===== src/rtl/planet_snd_sched_if.sv =====
// Request/status bundle between the Planet Empire event logic and the sound scheduler.
// The game side uses the master modport; the scheduler uses the slave modport.
interface planet_snd_sched_if;
  logic       EE_i;
  logic [2:0] REQs_i;
  logic       MUTE_i;
  logic       SOUND_o;
  logic       BUSY_o;
  logic [2:0] ACT_IDs_o;
  logic [2:0] ACKs_o;
  logic [2:0] DONEs_o;

  modport master (
    output EE_i, REQs_i, MUTE_i,
    input  SOUND_o, BUSY_o, ACT_IDs_o, ACKs_o, DONEs_o
  );

  modport slave (
    input  EE_i, REQs_i, MUTE_i,
    output SOUND_o, BUSY_o, ACT_IDs_o, ACKs_o, DONEs_o
  );
endinterface


===== src/rtl/planet_snd_sched.sv =====
// Three-requester priority tone scheduler driving the single piezo output.
// Index 0 has the highest priority; a higher-priority request preempts the tone in progress.
module planet_snd_sched #(
  parameter int C_HALF0 = 150,
  parameter int C_HALF1 = 300,
  parameter int C_HALF2 = 600,
  parameter int C_DUR0  = 100_000,
  parameter int C_DUR1  = 50_000,
  parameter int C_DUR2  = 500_000,
  parameter int C_GAP_N = 20_000
) (
  input  logic                 CK_i,
  input  logic                 XARST_i,
  planet_snd_sched_if.slave    bus
);

  function automatic int cnt_w(input int max_val);
    int w;
    w = 1;
    while ((1 << w) < max_val) w++;
    return w;
  endfunction

  function automatic int max3(input int a, input int b, input int c);
    int m;
    m = (a > b) ? a : b;
    return (m > c) ? m : c;
  endfunction

  // Isolates the lowest set bit, i.e. the highest-priority requester.
  function automatic logic [2:0] lowest_one(input logic [2:0] v);
    return v & (~v + 3'd1);
  endfunction

  localparam int HALF_W = cnt_w(max3(C_HALF0, C_HALF1, C_HALF2));
  localparam int DUR_W  = cnt_w(max3(C_DUR0, C_DUR1, C_DUR2));
  localparam int GAP_W  = cnt_w((C_GAP_N > 1) ? C_GAP_N : 1);

  localparam logic [HALF_W-1:0] HALF0_LIM = HALF_W'(C_HALF0 - 1);
  localparam logic [HALF_W-1:0] HALF1_LIM = HALF_W'(C_HALF1 - 1);
  localparam logic [HALF_W-1:0] HALF2_LIM = HALF_W'(C_HALF2 - 1);
  localparam logic [DUR_W-1:0]  DUR0_LIM  = DUR_W'(C_DUR0 - 1);
  localparam logic [DUR_W-1:0]  DUR1_LIM  = DUR_W'(C_DUR1 - 1);
  localparam logic [DUR_W-1:0]  DUR2_LIM  = DUR_W'(C_DUR2 - 1);
  localparam logic [GAP_W-1:0]  GAP_LIM   = GAP_W'((C_GAP_N > 0) ? C_GAP_N - 1 : 0);
  localparam bit                HAS_GAP   = (C_GAP_N > 0);

  typedef enum logic [1:0] {
    S_IDLE = 2'd0,
    S_PLAY = 2'd1,
    S_GAP  = 2'd2
  } state_t;

  state_t             state, state_nxt;
  logic [2:0]         pend;
  logic [2:0]         act_oh;
  logic [HALF_W-1:0]  half_cnt;
  logic [DUR_W-1:0]   dur_cnt;
  logic [GAP_W-1:0]   gap_cnt;
  logic               snd;
  logic               busy;
  logic [2:0]         ack;
  logic [2:0]         done;

  logic [2:0]         req_all;
  logic [2:0]         grant_oh;
  logic [2:0]         grant_mask;
  logic [2:0]         abort_mask;
  logic [2:0]         hold_mask;
  logic [2:0]         pend_nxt;
  logic [HALF_W-1:0]  half_lim;
  logic [DUR_W-1:0]   dur_lim;
  logic               in_play;
  logic               completion;
  logic               preempt;
  logic               retrig;
  logic               gap_end;
  logic               do_grant;

  always_ff @(posedge CK_i or negedge XARST_i) begin
    if (!XARST_i) state <= S_IDLE;
    else          state <= state_nxt;
  end

  // Completion is only possible in PLAY and preemption requires a non-completion
  // clock, so ACK and DONE can never coincide.
  always_comb begin
    req_all    = pend | bus.REQs_i;
    grant_oh   = lowest_one(req_all);
    half_lim   = act_oh[0] ? HALF0_LIM : (act_oh[1] ? HALF1_LIM : HALF2_LIM);
    dur_lim    = act_oh[0] ? DUR0_LIM  : (act_oh[1] ? DUR1_LIM  : DUR2_LIM);
    in_play    = (state == S_PLAY);
    completion = in_play && bus.EE_i && (dur_cnt == dur_lim);
    preempt    = in_play && !completion && (|(req_all & (act_oh - 3'd1)));
    retrig     = in_play && !completion && !preempt && (|(bus.REQs_i & act_oh));
    gap_end    = (state == S_GAP) && bus.EE_i && (gap_cnt == GAP_LIM);
    do_grant   = (|req_all) && ((state == S_IDLE) || gap_end || preempt);
    grant_mask = do_grant ? grant_oh : 3'b000;
    abort_mask = preempt ? act_oh : 3'b000;
    // The active tone never re-queues itself; its own request is a retrigger.
    hold_mask  = (in_play && !completion) ? act_oh : 3'b000;
    pend_nxt   = req_all & ~(grant_mask | abort_mask | hold_mask);

    state_nxt = state;
    case (state)
      S_IDLE: if (do_grant) state_nxt = S_PLAY;
      S_PLAY: if (completion) state_nxt = HAS_GAP ? S_GAP : S_IDLE;
      S_GAP:  if (gap_end) state_nxt = do_grant ? S_PLAY : S_IDLE;
      default: state_nxt = S_IDLE;
    endcase
  end

  always_ff @(posedge CK_i or negedge XARST_i) begin
    if (!XARST_i) begin
      pend     <= 3'b000;
      act_oh   <= 3'b000;
      half_cnt <= '0;
      dur_cnt  <= '0;
      gap_cnt  <= '0;
      snd      <= 1'b0;
      busy     <= 1'b0;
      ack      <= 3'b000;
      done     <= 3'b000;
    end else begin
      pend <= pend_nxt;
      ack  <= grant_mask;
      done <= completion ? act_oh : 3'b000;
      busy <= (state_nxt != S_IDLE);

      if (do_grant) begin
        act_oh   <= grant_oh;
        half_cnt <= '0;
        dur_cnt  <= '0;
        snd      <= 1'b0;
      end else if (completion) begin
        act_oh   <= 3'b000;
        half_cnt <= '0;
        dur_cnt  <= '0;
        snd      <= 1'b0;
      end else if (in_play) begin
        if (bus.EE_i) begin
          if (half_cnt == half_lim) begin
            half_cnt <= '0;
            snd      <= ~snd;
          end else begin
            half_cnt <= half_cnt + HALF_W'(1);
          end
        end
        // A retrigger restarts the duration but leaves the tone phase alone.
        if (retrig)         dur_cnt <= '0;
        else if (bus.EE_i)  dur_cnt <= dur_cnt + DUR_W'(1);
      end

      if (state != S_GAP)   gap_cnt <= '0;
      else if (gap_end)     gap_cnt <= '0;
      else if (bus.EE_i)    gap_cnt <= gap_cnt + GAP_W'(1);
    end
  end

  assign bus.SOUND_o   = snd & ~bus.MUTE_i;
  assign bus.BUSY_o    = busy;
  assign bus.ACT_IDs_o = act_oh;
  assign bus.ACKs_o    = ack;
  assign bus.DONEs_o   = done;

endmodule


===== src/flat_wrapper.sv =====
// flat-port wrapper written by rule: the top's interface ports become plain ports
module planet_snd_sched_flat 
#(
  parameter int C_HALF0 = 150,
  parameter int C_HALF1 = 300,
  parameter int C_HALF2 = 600,
  parameter int C_DUR0  = 100_000,
  parameter int C_DUR1  = 50_000,
  parameter int C_DUR2  = 500_000,
  parameter int C_GAP_N = 20_000
)
  (CK_i, XARST_i, bus_EE_i, bus_REQs_i, bus_MUTE_i, bus_SOUND_o, bus_BUSY_o, bus_ACT_IDs_o, bus_ACKs_o, bus_DONEs_o);
  planet_snd_sched_if bus_i ();
  input  logic CK_i;
  input  logic XARST_i;
  input wire logic [$bits(bus_i.EE_i)-1:0] bus_EE_i;
  input wire logic [$bits(bus_i.REQs_i)-1:0] bus_REQs_i;
  input wire logic [$bits(bus_i.MUTE_i)-1:0] bus_MUTE_i;
  output wire logic [$bits(bus_i.SOUND_o)-1:0] bus_SOUND_o;
  output wire logic [$bits(bus_i.BUSY_o)-1:0] bus_BUSY_o;
  output wire logic [$bits(bus_i.ACT_IDs_o)-1:0] bus_ACT_IDs_o;
  output wire logic [$bits(bus_i.ACKs_o)-1:0] bus_ACKs_o;
  output wire logic [$bits(bus_i.DONEs_o)-1:0] bus_DONEs_o;
  assign bus_i.EE_i = bus_EE_i;
  assign bus_i.REQs_i = bus_REQs_i;
  assign bus_i.MUTE_i = bus_MUTE_i;
  assign bus_SOUND_o = bus_i.SOUND_o;
  assign bus_BUSY_o = bus_i.BUSY_o;
  assign bus_ACT_IDs_o = bus_i.ACT_IDs_o;
  assign bus_ACKs_o = bus_i.ACKs_o;
  assign bus_DONEs_o = bus_i.DONEs_o;
  planet_snd_sched #(.C_HALF0(C_HALF0), .C_HALF1(C_HALF1), .C_HALF2(C_HALF2), .C_DUR0(C_DUR0), .C_DUR1(C_DUR1), .C_DUR2(C_DUR2), .C_GAP_N(C_GAP_N)) u_core (.CK_i(CK_i), .XARST_i(XARST_i), .bus(bus_i));
endmodule

===== config.mk =====
export PLATFORM = sky130hd
export DESIGN_NAME = planet_snd_sched_flat
export DESIGN_NICKNAME = d
export VERILOG_FILES = /design/src/rtl/planet_snd_sched_if.sv /design/src/rtl/planet_snd_sched.sv /design/src/flat_wrapper.sv
export SDC_FILE = /design/constraint.sdc
export NUM_CORES = 1
export LEC_CHECK = 0
export CAP_MARGIN = 20
export CORE_MARGIN = 5
export CORE_UTILIZATION = 30
export CTS_CLUSTER_SIZE = 16
export DETAILED_ROUTE_END_ITERATION = 12
export PLACE_DENSITY = 0.54
export SLEW_MARGIN = 20
export SYNTH_ARGS = -nofsm -noshare
export SYNTH_HDL_FRONTEND = slang
export SYNTH_SLANG_ARGS = --single-unit

===== constraint.sdc =====
create_clock -name CK_i -period 3.5 [get_ports CK_i]
set_input_delay 0.7 -clock CK_i [delete_from_list [all_inputs] [get_ports CK_i]]
set_output_delay 0.7 -clock CK_i [all_outputs]
set_load 0.02 [all_outputs]

# Word-level counts from Yosys, hierarchy flattened

Index checks and enable logic that the tools add are counted.

Reduce and logical (&&, ||, !) cells: 27
Bitwise logic cells: 12
Add/sub/neg operators: 5
Eq/ne operators: 6
Multiplexer cells: 33

Operator list:

| kind                                                            | count |
|---|---|
| 19-bit 2-to-1 mux                                               | 7 |
| 10-bit 2-to-1 mux                                               | 7 |
| 15-bit 2-to-1 mux                                               | 3 |
| 19-bit by 1-bit adder with 19-bit output, second input constant | 1 |
| 19-bit == test                                                  | 1 |
| 3-bit 2-to-1 mux                                                | 6 |
| 15-bit by 1-bit adder with 15-bit output, second input constant | 1 |
| 15-bit == test, second input constant                           | 1 |
| 3-bit AND                                                       | 4 |
| 3-bit nonzero test                                              | 4 |
| 10-bit by 1-bit adder with 10-bit output, second input constant | 1 |
| 10-bit == test                                                  | 1 |
| 1-bit logical AND                                               | 9 |
| 3-bit bitwise OR                                                | 3 |
| 3-bit OR reduction                                              | 3 |
| 1-bit 2-to-1 mux                                                | 6 |
| 2-bit 2-to-1 mux                                                | 3 |
| 3-bit NOT                                                       | 2 |
| 2-bit case mux with 3 select lines                              | 1 |
| 2-bit AND reduction                                             | 2 |
| 2-bit nonzero test                                              | 2 |
| 4-bit nonzero test                                              | 1 |
| 3-bit by 1-bit adder with 3-bit output, second input constant   | 1 |
| 3-bit AND reduction                                             | 1 |
| other kinds (9)                                                 | 12 |

Bits of input ports: 7
Output and inout bits: 11
Flip-flop bits (word level): 60

# Depth between registers and ports, before layout

Depth in word-level cells: 14
Mapped depth: 10
Gate-level depth less buffers: 8

# Least setup slack after synthesis

Ideal clock, no wire load.

Path kind: register to register
Start point: register u_core.act_oh[0] (netlist: u_core.bus.ACT_IDs_o[0])
End point: register u_core.half_cnt[1]
Data required time: 3.378 ns
Cell stages (with the launch flop): 10
Clock period less this slack: 2.730 ns
Path buffers: 1
Slack: 0.770 ns
Arrival time: 2.609 ns
Cell sequence: dfrtp_1 clkbuf_1 inv_1 ha_1 or4b_2 mux2i_1 and3_1 a21oi_1 and2_1 a32o_1

Word-level cells in the longest chain between the ends: 10
Elaborated cells between the ends (all ways): 21
Classes of those cells: add/sub: 1; eq/ne: 2; mux: 7; bitwise: 1; reduce/logical: 10

Ends and longest elaborated chain:

| element                                                                              | line                    | text |
|---|---|---|
| from (decl)                                                                          | planet_snd_sched.sv:56  | `logic [2:0] act_oh;` |
| from (signal assigned)                                                               | planet_snd_sched.sv:131 | `act_oh <= grant_oh;` |
| branches (longest 10 deep; another with 3-bit by 1-bit subtractor with 3-bit output) | n/a                     |  |
| to (signal assigned)                                                                 | planet_snd_sched.sv:146 | `half_cnt <= half_cnt + HALF_W'(1);` |
| to (decl)                                                                            | planet_snd_sched.sv:57  | `logic [HALF_W-1:0] half_cnt;` |

Parallel ways; which one is timed is not known. The select of a mux whose other input is x is not followed.
A chain may end at the register's enable or synchronous reset.

# Final worst setup path

Start point: register u_core.act_oh[1] (netlist: u_core.bus.ACT_IDs_o[1])
End point: register u_core.pend[2]

Word-level cells in the longest chain between the ends: 14
Elaborated cells between the ends (all ways): 19
Classes of those cells: add/sub: 1; eq/ne: 1; mux: 5; bitwise: 5; reduce/logical: 7

Ends and longest elaborated chain:

| element                         | line                                            | text |
|---|---|---|
| 19-bit 2-to-1 mux (2 in series) | planet_snd_sched.sv:91                          | `dur_lim = act_oh[0] ? DUR0_LIM : (act_oh[1] ? DUR1_LIM : DUR2_LIM);` |
| 19-bit == test                  | planet_snd_sched.sv:93                          | `completion = in_play && bus.EE_i && (dur_cnt == dur_lim);` |
| 1-bit logical AND               | planet_snd_sched.sv:93                          |  |
| 1-bit logical NOT               | planet_snd_sched.sv:94, planet_snd_sched.sv:101 |  |
| 1-bit logical AND               | planet_snd_sched.sv:94, planet_snd_sched.sv:101 |  |
| 1-bit logical AND               | planet_snd_sched.sv:94                          | `preempt = in_play && !completion && (\|(req_all & (act_oh - 3'd1)));` |
| 1-bit logical OR                | planet_snd_sched.sv:97                          | `do_grant = (\|req_all) && ((state == S_IDLE) \|\| gap_end \|\| preempt);` |
| 1-bit logical AND               | planet_snd_sched.sv:97                          |  |
| 3-bit 2-to-1 mux                | planet_snd_sched.sv:98                          | `grant_mask = do_grant ? grant_oh : 3'b000;` |
| 3-bit bitwise OR                | planet_snd_sched.sv:102                         | `pend_nxt = req_all & ~(grant_mask \| abort_mask \| hold_mask);` |
| 3-bit bitwise OR *              | planet_snd_sched.sv:102                         |  |
| 3-bit NOT *                     | planet_snd_sched.sv:102                         |  |
| 3-bit AND *                     | planet_snd_sched.sv:102                         |  |
| via u_core.pend_nxt[2]          | planet_snd_sched.sv:70                          | `logic [2:0] pend_nxt;` |
| to (signal assigned)            | planet_snd_sched.sv:125                         | `pend <= pend_nxt;` |
| to (decl)                       | planet_snd_sched.sv:55                          | `logic [2:0] pend;` |

The timed path passes the listed nets; every way through them passes the cells marked *.

==> run summary <==
Syn Area/Cell - 9.660 um^2
Peak VDD IR - 0.0002712 V
final hold violations - 0
row cnt - 37
TritonCTS clock tree - done
unrepaired setup endpoints after global routing - no
Slew HR - 0.6214
Layout fillers - 1065
total grt overflow - 0
EDFF count, synth - 0
Synthesis Warnings - 0
clock skew - 0.009968 ns
ANT cells - 0
part of the power in registers - 0.403
core area - 0.01037 mm^2
CTS Hold Buffers Added - 0
final core occ - 0.3615
DRT Pass-1 Iters - 4
DRC - 0
post-synthesis cell count - 333
pre-CTS setup slack - 0.5662 ns
vias in the first global route - 2514
Sink Count - 60
status - completed
initial core utilization - 0.3102
via count - 2552
clock power share - 0.289
Die X - 113.6 um
slew at the pin closest to its max-slew limit - 0.5679 ns
LEAKAGE - 1.496 nW
Data arrival, critical path - 2.99 ns
worst setup margin - 0.7511 ns
Crit path largest cell delay - 0.68 ns
Area growth syn-to-layout - 16.53%
Pint - 1.286 mW
Max Cap Viol - 0
Max Freq - 0.3638 GHz
CP top delay family - simple AND/OR/NAND/NOR gates
non-filler cells, final - 500
Final nets - 371
post-detailed-route via-to-cell ratio - 5.104
Clock Tree Buf Depth - 2
pwr dens - 538.1 mW/mm^2
DR iter-0 viols - 168
flops & latches, synth - 60
worst reg2reg path depth - 8
largest net degree at the start of global routing - 44
CP Launch Type - register
Num CTS Buffers - 9
cts repair resizes - 0
IO Pins - 18
CP max stage cell - or4b_2
post-synthesis sequential area ratio - 0.4667
die height - 113.6 um
CP bufs+invs - 1
period utilisation layout - 0.7854
Post CTS Setup Buffer Count - 0
top-count cell post-synth - dfrtp_1
worst-path cell chain - inv_1 > ha_1 > or4b_2 > mux2i_1 > nand3_1 > a32oi_2 > nor3_1 > a221oi_2
sw power - 0.7314 mW
GRT Overall Usage - 0.1184
RR Endpoint - u_core.pend[2]
top_reg_cell synth - dfrtp_1
reg2reg start - u_core.bus.ACT_IDs_o[1]
Cell variety after synth - 61
max-slew violations - 0
Fin Setup TNS - 0 ns
area leader, netlist - dfrtp_1
sw frac - 0.3626
WL final - 7154 um
Tightest Hold Check Type - primary input to asynchronous set/reset pin
Tmin final - 2.749 ns
Req. time, crit path - 3.74 ns
H-Tree Depth - 3
dpl hpwl - 5168 um
Comb pwr share - 0.308
DR WL/cell - 14.31 um
RD Place Congestion - 0.8182
initial antenna violation count - 0
Clock Latency Late Sink - 0.33 ns
synthesized area - 0.003217 mm^2
Yosys top cell area share - 0.4667
first-pass GRT wire length - 12360 um
CTS Root Cell - clkbuf_8
I/O Buffers - 17
nature of the critical path endpoint - register
CP Class - register to register
dpl cells - 484
most instantiated cells after synthesis - 60 x dfrtp_1, 48 x nor2_1, 27 x nand2_1, 21 x nand3_1, 16 x xor2_1
Max FO, Critical Path - 6
post-route ant nets - 0
Setup Viol. Count Final - 0
DIE AREA - 0.01289 mm^2
Worst-path clk slew - 0.07 ns
main area contributors after synthesis - dfrtp_1 47%, nor2_1 5.6%, xor2_1 4.4%
R2R Setup Slk - 0.75 ns
syn_nets - 345
ys async rst share - 1.000
share of cells above drive strength 1 - 0.1236
[worst register-to-register path, cell delays in order (launching register included)]
cell and delay (ns):
dfrtp_1 0.47, inv_1 0.09, ha_1 0.29, or4b_2 0.68
mux2i_1 0.18, nand3_1 0.22, a32oi_2 0.37, nor3_1 0.12
a221oi_2 0.24
[through the flow]
stage                     instance area, um^2  hold WS [ns]  power (mW)
after floorplan                          3217        0.4044       1.237
after global placement                   3558        0.5107       1.450
after detailed placement                 3558        0.5259       1.451
after CTS                                3746        0.5367       2.042
after global routing                     3749        0.3949       2.146
final                                    3749        0.3629       2.017
[state kept, by name, summed over array words and instances, names as in the netlist]
name and flops:
u_core.dur_cnt 19, u_core.gap_cnt 15, u_core.half_cnt 10, u_core.bus.ACKs_o 3, u_core.bus.ACT_IDs_o 3, u_core.bus.DONEs_o 3, u_core.pend 3, u_core.state 2
u_core.bus.BUSY_o 1, u_core.snd 1
[power groups by stage]
stage / combinational, mW / sequential [mW] / clock, mW
finish: 0.621 / 0.812 / 0.583
global route: 0.682 / 0.823 / 0.641
CTS: 0.626 / 0.814 / 0.602
detailed placement: 0.624 / 0.827 / 0
global placement: 0.624 / 0.826 / 0
floorplan: 0.387 / 0.850 / 0
[cells in the final DEF (no fill, tap or decap), types with 6 or more instances in the layout]
cell type,n
a21oi_1,14
and2_1,7
and3_1,7
buf_4,6
clkbuf_8,11
clkdlybuf4s50_1,16
dfrtp_1,60
nand2_1,27
nand3_1,21
nand4_1,6
nor2_1,48
nor3_1,7
o21ai_0,12
or3_1,8
xnor2_1,11
xor2_1,16
[final cells by class]
type	count	area (um^2)	share of cell area
Inverter	5	18.77	0.005007
Sequential cell	60	1501	0.4005
Clock inverter	5	36.28	0.009680
Timing Repair Buffer	22	205.2	0.05474
Clock buffer	11	151.4	0.04039
Tap cell	136	170.2	0.04539
Multi-Input combinational cell	261	1665	0.4443
[kinds of logic (layout without fill, tap and decap cells)]
| group | Yosys count | count (layout) | share of synthesized area |
|---|---|---|---|
| simple gates | 165 | 165 | 0.2742 |
| flops | 60 | 60 | 0.4667 |
| compound gates | 61 | 61 | 0.1412 |
| fa+ha+maj | 5 | 5 | 0.01945 |
| mux | 3 | 3 | 0.009335 |
| xor+xnor | 27 | 27 | 0.07351 |
| buf+inv | 12 | 43 | 0.01556 |
[per-layer routing]
layer | GRT usage | vias up | part of all wire | routed length, um
li1 | - | 1256 | - | -
met2 | 0.1826 | 50 | 0.46 | 3275
met3 | 0.03130 | 7 | 0.040 | 289
met4 | 0.04327 | 0 | 0.011 | 78
met5 | 0 | - | 0 | 0
met1 | 0.1598 | 1239 | 0.49 | 3510
[how the worst max path moves through the flow]
| stage | startpoint | to | depth (start not counted) |
|---|---|---|---|
| final | u_core.bus.ACT_IDs_o[1] | u_core.pend[2] | 8 |
| after global routing | u_core.bus.ACT_IDs_o[1] | u_core.dur_cnt[8] | 8 |
| after CTS | u_core.bus.ACT_IDs_o[1] | u_core.pend[2] | 7 |
| after detailed placement | bus_REQs_i[0] | u_core.dur_cnt[8] | 7 |
| after global placement | bus_REQs_i[0] | u_core.dur_cnt[8] | 7 |
| after floorplan | u_core.bus.ACT_IDs_o[0] | u_core.half_cnt[1] | 9 |
Note: power is estimated with default switching activity, not from simulation.
